[src/rtl/mips_div_unit_pkg.sv]
// Shared constants and state encoding for the MIPS multi-cycle divider.
package mips_div_unit_pkg;

   localparam int DIV_WIDTH = 32;

   // Width of an iteration counter that counts 0..w-1 (at least one bit).
   function automatic int cnt_width(input int w);
      return (w > 1) ? $clog2(w) : 1;
   endfunction

   localparam int CNT_W = cnt_width(DIV_WIDTH);

   // 2'b11 is unused and handled as IDLE by the controller.
   typedef enum logic [1:0] {
      ST_IDLE = 2'b00,
      ST_RUN  = 2'b01,
      ST_FIX  = 2'b10
   } div_state_t;

endpackage

[src/rtl/mips_div_unit_div_step.sv]
// One restoring shift-subtract iteration. Shifts {rem, quo} left by one,
// then performs a trial subtraction of the divisor.
module mips_div_unit_div_step #(
   parameter int width = 32
) (
   input  logic [width-1:0] rem,
   input  logic [width-1:0] quo,
   input  logic [width-1:0] divisor,
   output logic [width-1:0] rem_next,
   output logic [width-1:0] quo_next
);

   logic [width:0] rem_shift;
   logic [width:0] trial;

   // A width+1 bit trial keeps the borrow, so its MSB is the sign of rem - divisor.
   always_comb begin
      rem_shift = {rem, quo[width-1]};
      trial     = rem_shift - {1'b0, divisor};
      if (!trial[width]) begin
         rem_next = trial[width-1:0];
         quo_next = {quo[width-2:0], 1'b1};
      end else begin
         rem_next = rem_shift[width-1:0];
         quo_next = {quo[width-2:0], 1'b0};
      end
   end

endmodule

[src/rtl/mips_div_unit.sv]
// Multi-cycle DIV/DIVU unit: magnitudes are divided one quotient bit per
// cycle, then the signs are applied in a final fix-up cycle. Lo = quotient,
// Hi = remainder.
module mips_div_unit
   import mips_div_unit_pkg::*;
#(
   parameter int width = DIV_WIDTH
) (
   input  logic             clk,
   input  logic             rst,
   input  logic             start,
   input  logic             is_signed,
   input  logic [width-1:0] A,
   input  logic [width-1:0] B,
   input  logic             cancel,
   output logic             busy,
   output logic             done,
   output logic             div_zero,
   output logic [width-1:0] Hi,
   output logic [width-1:0] Lo
);

   localparam int CW = cnt_width(width);
   localparam logic [CW-1:0] LAST_ITER = CW'(width - 1);

   div_state_t       state_q, state_d;
   logic [CW-1:0]    cnt_q, cnt_d;
   logic [width-1:0] rem_q, rem_d;
   logic [width-1:0] quo_q, quo_d;
   logic [width-1:0] dvsr_q, dvsr_d;
   logic             q_neg_q, q_neg_d;
   logic             r_neg_q, r_neg_d;
   logic             div_zero_q, div_zero_d;
   logic [width-1:0] hi_q, hi_d;
   logic [width-1:0] lo_q, lo_d;
   logic             done_q, done_d;

   logic [width-1:0] step_rem;
   logic [width-1:0] step_quo;

   mips_div_unit_div_step #(.width(width)) u_step (
      .rem      (rem_q),
      .quo      (quo_q),
      .divisor  (dvsr_q),
      .rem_next (step_rem),
      .quo_next (step_quo)
   );

   // Next-state logic: operand capture, iteration, sign fix-up, cancel.
   always_comb begin
      state_d    = state_q;
      cnt_d      = cnt_q;
      rem_d      = rem_q;
      quo_d      = quo_q;
      dvsr_d     = dvsr_q;
      q_neg_d    = q_neg_q;
      r_neg_d    = r_neg_q;
      div_zero_d = div_zero_q;
      hi_d       = hi_q;
      lo_d       = lo_q;
      done_d     = 1'b0;

      case (state_q)
         ST_RUN: begin
            if (cancel) begin
               state_d = ST_IDLE;
               cnt_d   = '0;
            end else begin
               rem_d = step_rem;
               quo_d = step_quo;
               if (cnt_q == LAST_ITER) begin
                  cnt_d   = '0;
                  state_d = ST_FIX;
               end else begin
                  cnt_d = cnt_q + 1'b1;
               end
            end
         end
         ST_FIX: begin
            state_d = ST_IDLE;
            cnt_d   = '0;
            if (!cancel) begin
               lo_d   = q_neg_q ? -quo_q : quo_q;
               hi_d   = r_neg_q ? -rem_q : rem_q;
               done_d = 1'b1;
            end
         end
         default: begin
            // IDLE (and the unused encoding): start wins over cancel.
            if (start) begin
               // The dividend is loaded into the quotient register and shifted
               // out MSB-first into the partial remainder.
               quo_d      = (is_signed && A[width-1]) ? -A : A;
               dvsr_d     = (is_signed && B[width-1]) ? -B : B;
               q_neg_d    = is_signed && (A[width-1] ^ B[width-1]);
               r_neg_d    = is_signed && A[width-1];
               div_zero_d = (B == '0);
               rem_d      = '0;
               cnt_d      = '0;
               state_d    = ST_RUN;
            end
         end
      endcase
   end

   // State and datapath registers with synchronous reset.
   always_ff @(posedge clk) begin
      if (rst) begin
         state_q    <= ST_IDLE;
         cnt_q      <= '0;
         rem_q      <= '0;
         quo_q      <= '0;
         dvsr_q     <= '0;
         q_neg_q    <= 1'b0;
         r_neg_q    <= 1'b0;
         div_zero_q <= 1'b0;
         hi_q       <= '0;
         lo_q       <= '0;
         done_q     <= 1'b0;
      end else begin
         state_q    <= state_d;
         cnt_q      <= cnt_d;
         rem_q      <= rem_d;
         quo_q      <= quo_d;
         dvsr_q     <= dvsr_d;
         q_neg_q    <= q_neg_d;
         r_neg_q    <= r_neg_d;
         div_zero_q <= div_zero_d;
         hi_q       <= hi_d;
         lo_q       <= lo_d;
         done_q     <= done_d;
      end
   end

   assign busy     = (state_q == ST_RUN) || (state_q == ST_FIX);
   assign done     = done_q;
   assign div_zero = div_zero_q;
   assign Hi       = hi_q;
   assign Lo       = lo_q;

endmodule

[config.mk]
export PLATFORM = sky130hd
export DESIGN_NAME = mips_div_unit
export DESIGN_NICKNAME = d
export VERILOG_FILES = /design/src/rtl/mips_div_unit_pkg.sv /design/src/rtl/mips_div_unit_div_step.sv /design/src/rtl/mips_div_unit.sv
export SDC_FILE = /design/constraint.sdc
export NUM_CORES = 1
export LEC_CHECK = 0
export ABC_CLOCK_PERIOD_IN_PS = 3800
export CORE_ASPECT_RATIO = 2
export CORE_MARGIN = 10
export CORE_UTILIZATION = 55
export CTS_CLUSTER_DIAMETER = 100
export DETAILED_ROUTE_END_ITERATION = 10
export GPL_ROUTABILITY_DRIVEN = 0
export PLACE_DENSITY = 0.79
export SYNTH_ARGS = -nofsm -noshare
export SYNTH_HDL_FRONTEND = slang
export SYNTH_SLANG_ARGS = --single-unit
[constraint.sdc]
create_clock -name clk -period 3.8 [get_ports clk]
set_clock_uncertainty 0.2 [all_clocks]
set_input_delay 0.95 -clock clk [delete_from_list [all_inputs] [get_ports clk]]
set_output_delay 0.95 -clock clk [all_outputs]
set_load 0.05 [all_outputs]
* Yosys cells after proc, flatten, opt, wreduce, memory -nomap -nowiden
Index checks and enable logic that the tools add are counted.
Widths: inputs -> output; s select.
** Operators by class
- Add/sub/neg operators :: 6
- Equality and inequality tests :: 5
- Multiplexer cells :: 21
- Bitwise operators :: 4
- Reduce and logical (&&, ||, !) cells :: 13
** Operators with widths (count)
- $mux 32 :: 9
- $neg 32->32 :: 4
- $pmux 32 s2 :: 2
- $sub 33x32->33 :: 1
- $logic_not 32->1 :: 1
- $mux 5 :: 3
- $pmux 5 s2 :: 1
- $mux 2 :: 3
- $reduce_and 2->1 :: 3
- $add 5x1->5 const B :: 1
- $eq 5x5->1 const B :: 1
- $pmux 2 s2 :: 1
- $reduce_or 2->1 :: 2
- $logic_and 1x1->1 :: 3
- $ne 3x3->1 const B :: 1
- $not 1->1 :: 3
- $reduce_and 3->1 :: 1
- $reduce_bool 3->1 :: 1
- $eq 2x1->1 const B :: 1
- $eq 2x2->1 const B :: 1
- $mux 1 :: 2
- $ne 2x2->1 const B :: 1
- $reduce_bool 2->1 :: 1
- $logic_or 1x1->1 :: 1
- $xor 1x1->1 :: 1
** Storage, ports and cells
- Register bits :: 171
- Input port bits :: 69
- Word-level logic and storage cells :: 60

* Logic depth before layout (Yosys ltp)
- Depth after elaboration :: 4
- Depth in mapped cells :: 12

* Cells and area by module
From an unflattened synthesis, not the netlist that was laid out.
** Unflattened totals
- Cells, all modules :: 1455
- Area, all modules :: 11641.2 um^2
** By module, submodules not included
- mips_div_unit :: times used 1, cells each 1119, area an instance 9049.9 um^2, sequential area each 3423.3 um^2
- mips_div_unit_div_step :: times used 1, cells each 336, area an instance 2591.2 um^2, sequential area each 0.0 um^2

* Least setup slack after synthesis
No wires, ideal clock.
- Path type :: input-to-reg
- From :: in B[0]
- To :: reg dvsr_q[30]
- Setup time :: 0.086 ns
- Data arrival time :: 3.119 ns
- Slack :: 0.396 ns
- Stages :: 10
- Cell sequence :: inv_1 ha_1 nor3b_1 nand4_1 nor4_1 and3_1 nand2_1 o41ai_1 xor2_1 a211oi_1
** On the way
- Longest elaborated chain between the ends :: 2
** RTL lines
- start, declared :: line mips_div_unit.sv:14 : input logic [width-1:0] B,
- $neg 32->32 :: line mips_div_unit.sv:94 : dvsr_d = (is_signed && B[width-1]) ? -B : B;
- $mux 32 :: line mips_div_unit.sv:94
- end signal, assigned :: line mips_div_unit.sv:125 : dvsr_q <= dvsr_d;
- end, declared :: line mips_div_unit.sv:30 : logic [width-1:0] dvsr_q, dvsr_d;
Every way passes these cells.
A chain may end at the register's enable or synchronous reset.

* Worst setup path after layout
- From :: reg rem_q[0]
- To :: reg rem_q[29]
** On the way
- Longest elaborated chain between the ends :: 4
** RTL lines
- start, declared :: line mips_div_unit.sv:28 : logic [width-1:0] rem_q, rem_d;
- start signal, assigned :: line mips_div_unit.sv:123 : rem_q <= rem_d;
- $sub 33x32->33 :: line mips_div_unit_div_step.sv:19 : trial = rem_shift - {1'b0, divisor};
- $mux 32 :: line mips_div_unit_div_step.sv:20 : if (!trial[width]) begin
- $mux 32 :: line mips_div_unit.sv:65 : if (cancel) begin
- $pmux 32 s2 :: line mips_div_unit.sv:63 : case (state_q)
Every way passes these cells. The select of a mux whose other input is x is not followed.

==> run summary <==
Core outline area: 19,400 um^2
Total of max-cap violations: 0
Height of the die: 219 um
Slack of the worst reg-to-reg path: 220 ps
Top-area cell type share of the netlist area: 0.315
Number of hold violations in the final report: 0
Achievable clock frequency: 0.280 GHz
Avg Inst Size Synth: 7.55 um^2
Critical R2R Capture: rem_q[29]
Cell count after synthesis: 1,438
Synth cell types: 68
First-pass iteration count of the detailed router: 5
Area of combinational cells with multiple inputs: 6900 um^2
First-pass GRT wire length: 53,100 um
Clock slew at reported path FFs: 70 ps
Element type at the critical path start: flip-flop
Final critical-path required period: 3580 ps
Kind of critical path: reg -> reg
Number of nets with antenna violations after detailed routing: 0
Mapped cell area: 10,900 um^2
Hold Slack: 251 ps
Port buffer count: 135
Number of nets produced by synthesis: 1,548
Switching Share: 0.301
Detailed Place HPWL: 25,400 um
Count of nets after finishing: 1,659
Path depth of the worst reg2reg path: 11
Floorplan row count: 72
Total via count after detailed routing: 10.9k
Transition time at the pin with the least slew margin: 1220 ps
Max Fanout on Critical Path: 6
# H-tree levels: 4
Gr usage total: 0.249
Setup-failing EPs final: 0
Leading post-synthesis cells by instance count: 203 x sky130_fd_sc_hd__nand2_1, 171 x sky130_fd_sc_hd__dfxtp_1, 131 x sky130_fd_sc_hd__nor2_1, 104 x sky130_fd_sc_hd__o21ai_0, 96 x sky130_fd_sc_hd__a21oi_1
Number of global-route vias before repair: 10.8k
Number of flops mapped to enable cells by yosys: 0
Area overhead of the layout relative to synthesis: 21.8%
Max IR drop VDD: 296 uV
Iteration-0 DRC count of the detailed router: 529
CTS tree: built
Floorplan die area: 26,100 um^2
Skew-Pair Late Insertion Delay: 450 ps
Async set-or-reset flop fraction in the synthesized netlist: 0
Max clock buf depth: 2
Setup repair after global routing missed its margin: false
Utilization of the core after routing: 0.683
Horizontal die dimension: 119 um
Total routed wirelength: 33,200 um
Number of clock sinks: 171
Share of the yosys chip area belonging to registers: 0.315
Library cell with the highest instance count after synthesis: sky130_fd_sc_hd__nand2_1
Cell type with the highest aggregate area in the netlist: sky130_fd_sc_hd__dfxtp_1
Post-detailed-route wirelength per cell: 18.2 um
Portion of total power attributed to the clock network: 0.379
Internal power: 3.31 mW
Yosys warnings: 0
Flop pwr share: 0.412
Relative slew slack: 0.185
Final Slew Violations: 0
Layout Cell Area excl Fill: 13,200 um^2
Reg area: 3420 um^2
Lkg Pwr: 4.96 nW
Power dissipated by switching net loads: 1.43 mW
Hold path startpoint: Hi[30]
CP Data Required Time: 3930 ps
Number of remaining DRC errors: 0
Worst hold endpoint: Hi[30]
Outcome: finished clean
Reg-to-reg critical path startpoint: rem_q[0]
Boundary pin count: 136
Cell area after placement: 12,600 um^2
Register bit count reported by yosys: 171
Fill cells: 1,652
Power per Cell Area: 358 nW/um^2
Avg Vias per Cell: 5.97
Antenna violations before repair: 2
Post-placement cell count: 1,789
Effective utilization at floorplan: 0.560
Number of buffers created by CTS: 17
CTS root buffer: sky130_fd_sc_hd__clkbuf_16
Hold Path Depth: 2
Congestion Overflow GR: 0
Worst Setup End Kind: flip-flop
Data arrival time of the critical path: 3710 ps
Kind of path behind the tightest hold check: reg -> reg
Final cell count without fillers: 1,823
Maximum number of pins on one net before global-route repair: 71
Top FF cell, synth: sky130_fd_sc_hd__dfxtp_1
Share of layout cells above drive strength 1: 0.0640
Leading cell types by total area after synthesis: sky130_fd_sc_hd__dfxtp_1 32%, sky130_fd_sc_hd__nand2_1 7.0%, sky130_fd_sc_hd__xor2_1 7.0%
Post-CTS setup buffer count: 0
Share of the cycle needed by the critical path after routing: 0.941
Combinational share of power: 0.209
per-stage QoR:
stage               power (mW)  setup WS (ps)  TNS (ps)
finish                    4.74            224         0
global route              4.95           97.6         0
CTS                       4.74            307         0
detailed placement        2.96          -89.9      -128
global placement          2.94           35.0         0
floorplan                 2.63            396         0
worst max path at each step:
stage / startpoint / endpoint / depth (start not counted)
after floorplan: B[0] / dvsr_q[30] / 10
after CTS: A[1] / quo_q[31] / 9
final: rem_q[0] / rem_q[29] / 11
after global routing: quo_q[31] / rem_q[27] / 12
after detailed placement: A[1] / quo_q[31] / 9
after global placement: A[4] / quo_q[31] / 10
layout by cell type (no fill, tap or decap), drive strengths merged, types with 4 or more instances in the layout:
| cell | count |
|---|---|
| a211oi | 79 |
| nand4 | 8 |
| clkinv | 5 |
| o21ai | 105 |
| clkbuf | 21 |
| nor2b | 9 |
| or3 | 19 |
| a22oi | 4 |
| a31oi | 9 |
| or4 | 9 |
| a21oi | 96 |
| o21a | 8 |
| clkdlybuf4s50 | 134 |
| o31ai | 28 |
| and2 | 6 |
| a32oi | 14 |
| nor3 | 27 |
| or2 | 4 |
| a21o | 14 |
| inv | 57 |
| dfxtp | 171 |
| nand2 | 203 |
| a311oi | 7 |
| o21bai | 5 |
| nand3 | 55 |
| ha | 40 |
| nor2 | 131 |
| a2111oi | 4 |
| xnor2 | 56 |
| nor4 | 13 |
| o41ai | 10 |
| nand2b | 11 |
| xor2 | 88 |
| buf | 49 |
| and3 | 14 |
| o211ai | 5 |
power groups by stage:
| stage | sequential (mW) | clock [mW] | combinational [mW] |
|---|---|---|---|
| after floorplan | 1.96 | 0 | 0.672 |
| after global placement | 1.99 | 0 | 0.955 |
| after detailed placement | 1.99 | 0 | 0.973 |
| after CTS | 1.95 | 1.81 | 0.978 |
| after global routing | 1.96 | 1.89 | 1.10 |
| final | 1.95 | 1.80 | 0.988 |
registers in the layout, summed over array words and instances, names as in the netlist, 2 cells and up:
register	flops
Hi	32
Lo	32
cnt_q	5
dvsr_q	32
quo_q	32
rem_q	32
state_q	2
cell families (layout without fill, tap and decap cells):
kind of cell / count (synthesis) / in the layout / share of synthesized area
muxes: 3 / 3 / 0.00277
AOI/OAI and AO/OA: 410 / 410 / 0.246
and+or+nand+nor: 521 / 521 / 0.220
buffers and inverters: 148 / 272 / 0.0516
DFF: 171 / 171 / 0.315
other: 0 / 2 / 0
adders and majority gates: 41 / 41 / 0.0480
xor gates and xnor gates: 144 / 144 / 0.117
metal layers:
layer	global-route usage	wire length (um)	up-vias
met4	0.174	2100	0
li1	-	-	5348
met1	0.227	11200	5045
met5	0	0	-
met3	0.0516	1740	128
met2	0.475	18100	364
cell type report:
type | instances | share of cell area
sequential | 171 | 0.259
clock inverter | 11 | 0.0110
antenna | 2 | 0.000379
inverter | 57 | 0.0162
tap | 259 | 0.0245
timing repair buffer | 183 | 0.133
multi-input combinational | 1119 | 0.522
clock buffer | 21 | 0.0341
critical path: stages (launching register included):
cell	delay, ps
sky130_fd_sc_hd__dfxtp_1	310
sky130_fd_sc_hd__buf_4	170
sky130_fd_sc_hd__ha_1	280
sky130_fd_sc_hd__nor2b_1	200
sky130_fd_sc_hd__o2111a_1	230
sky130_fd_sc_hd__o21ai_0	80
sky130_fd_sc_hd__buf_4	170
sky130_fd_sc_hd__o311ai_0	900
sky130_fd_sc_hd__a21oi_1	390
sky130_fd_sc_hd__o211ai_1	300
sky130_fd_sc_hd__xnor2_1	140
sky130_fd_sc_hd__o21ai_0	100
what timing repair did:
| item | in CTS | in global routing |
|---|---|---|
| setup endpoints to repair | 0 | 1 |
| gates resized for setup | 0 | 1 |
| hold buffers | 0 | 0 |
No activity file was read; power rests on OpenSTA's default activity.
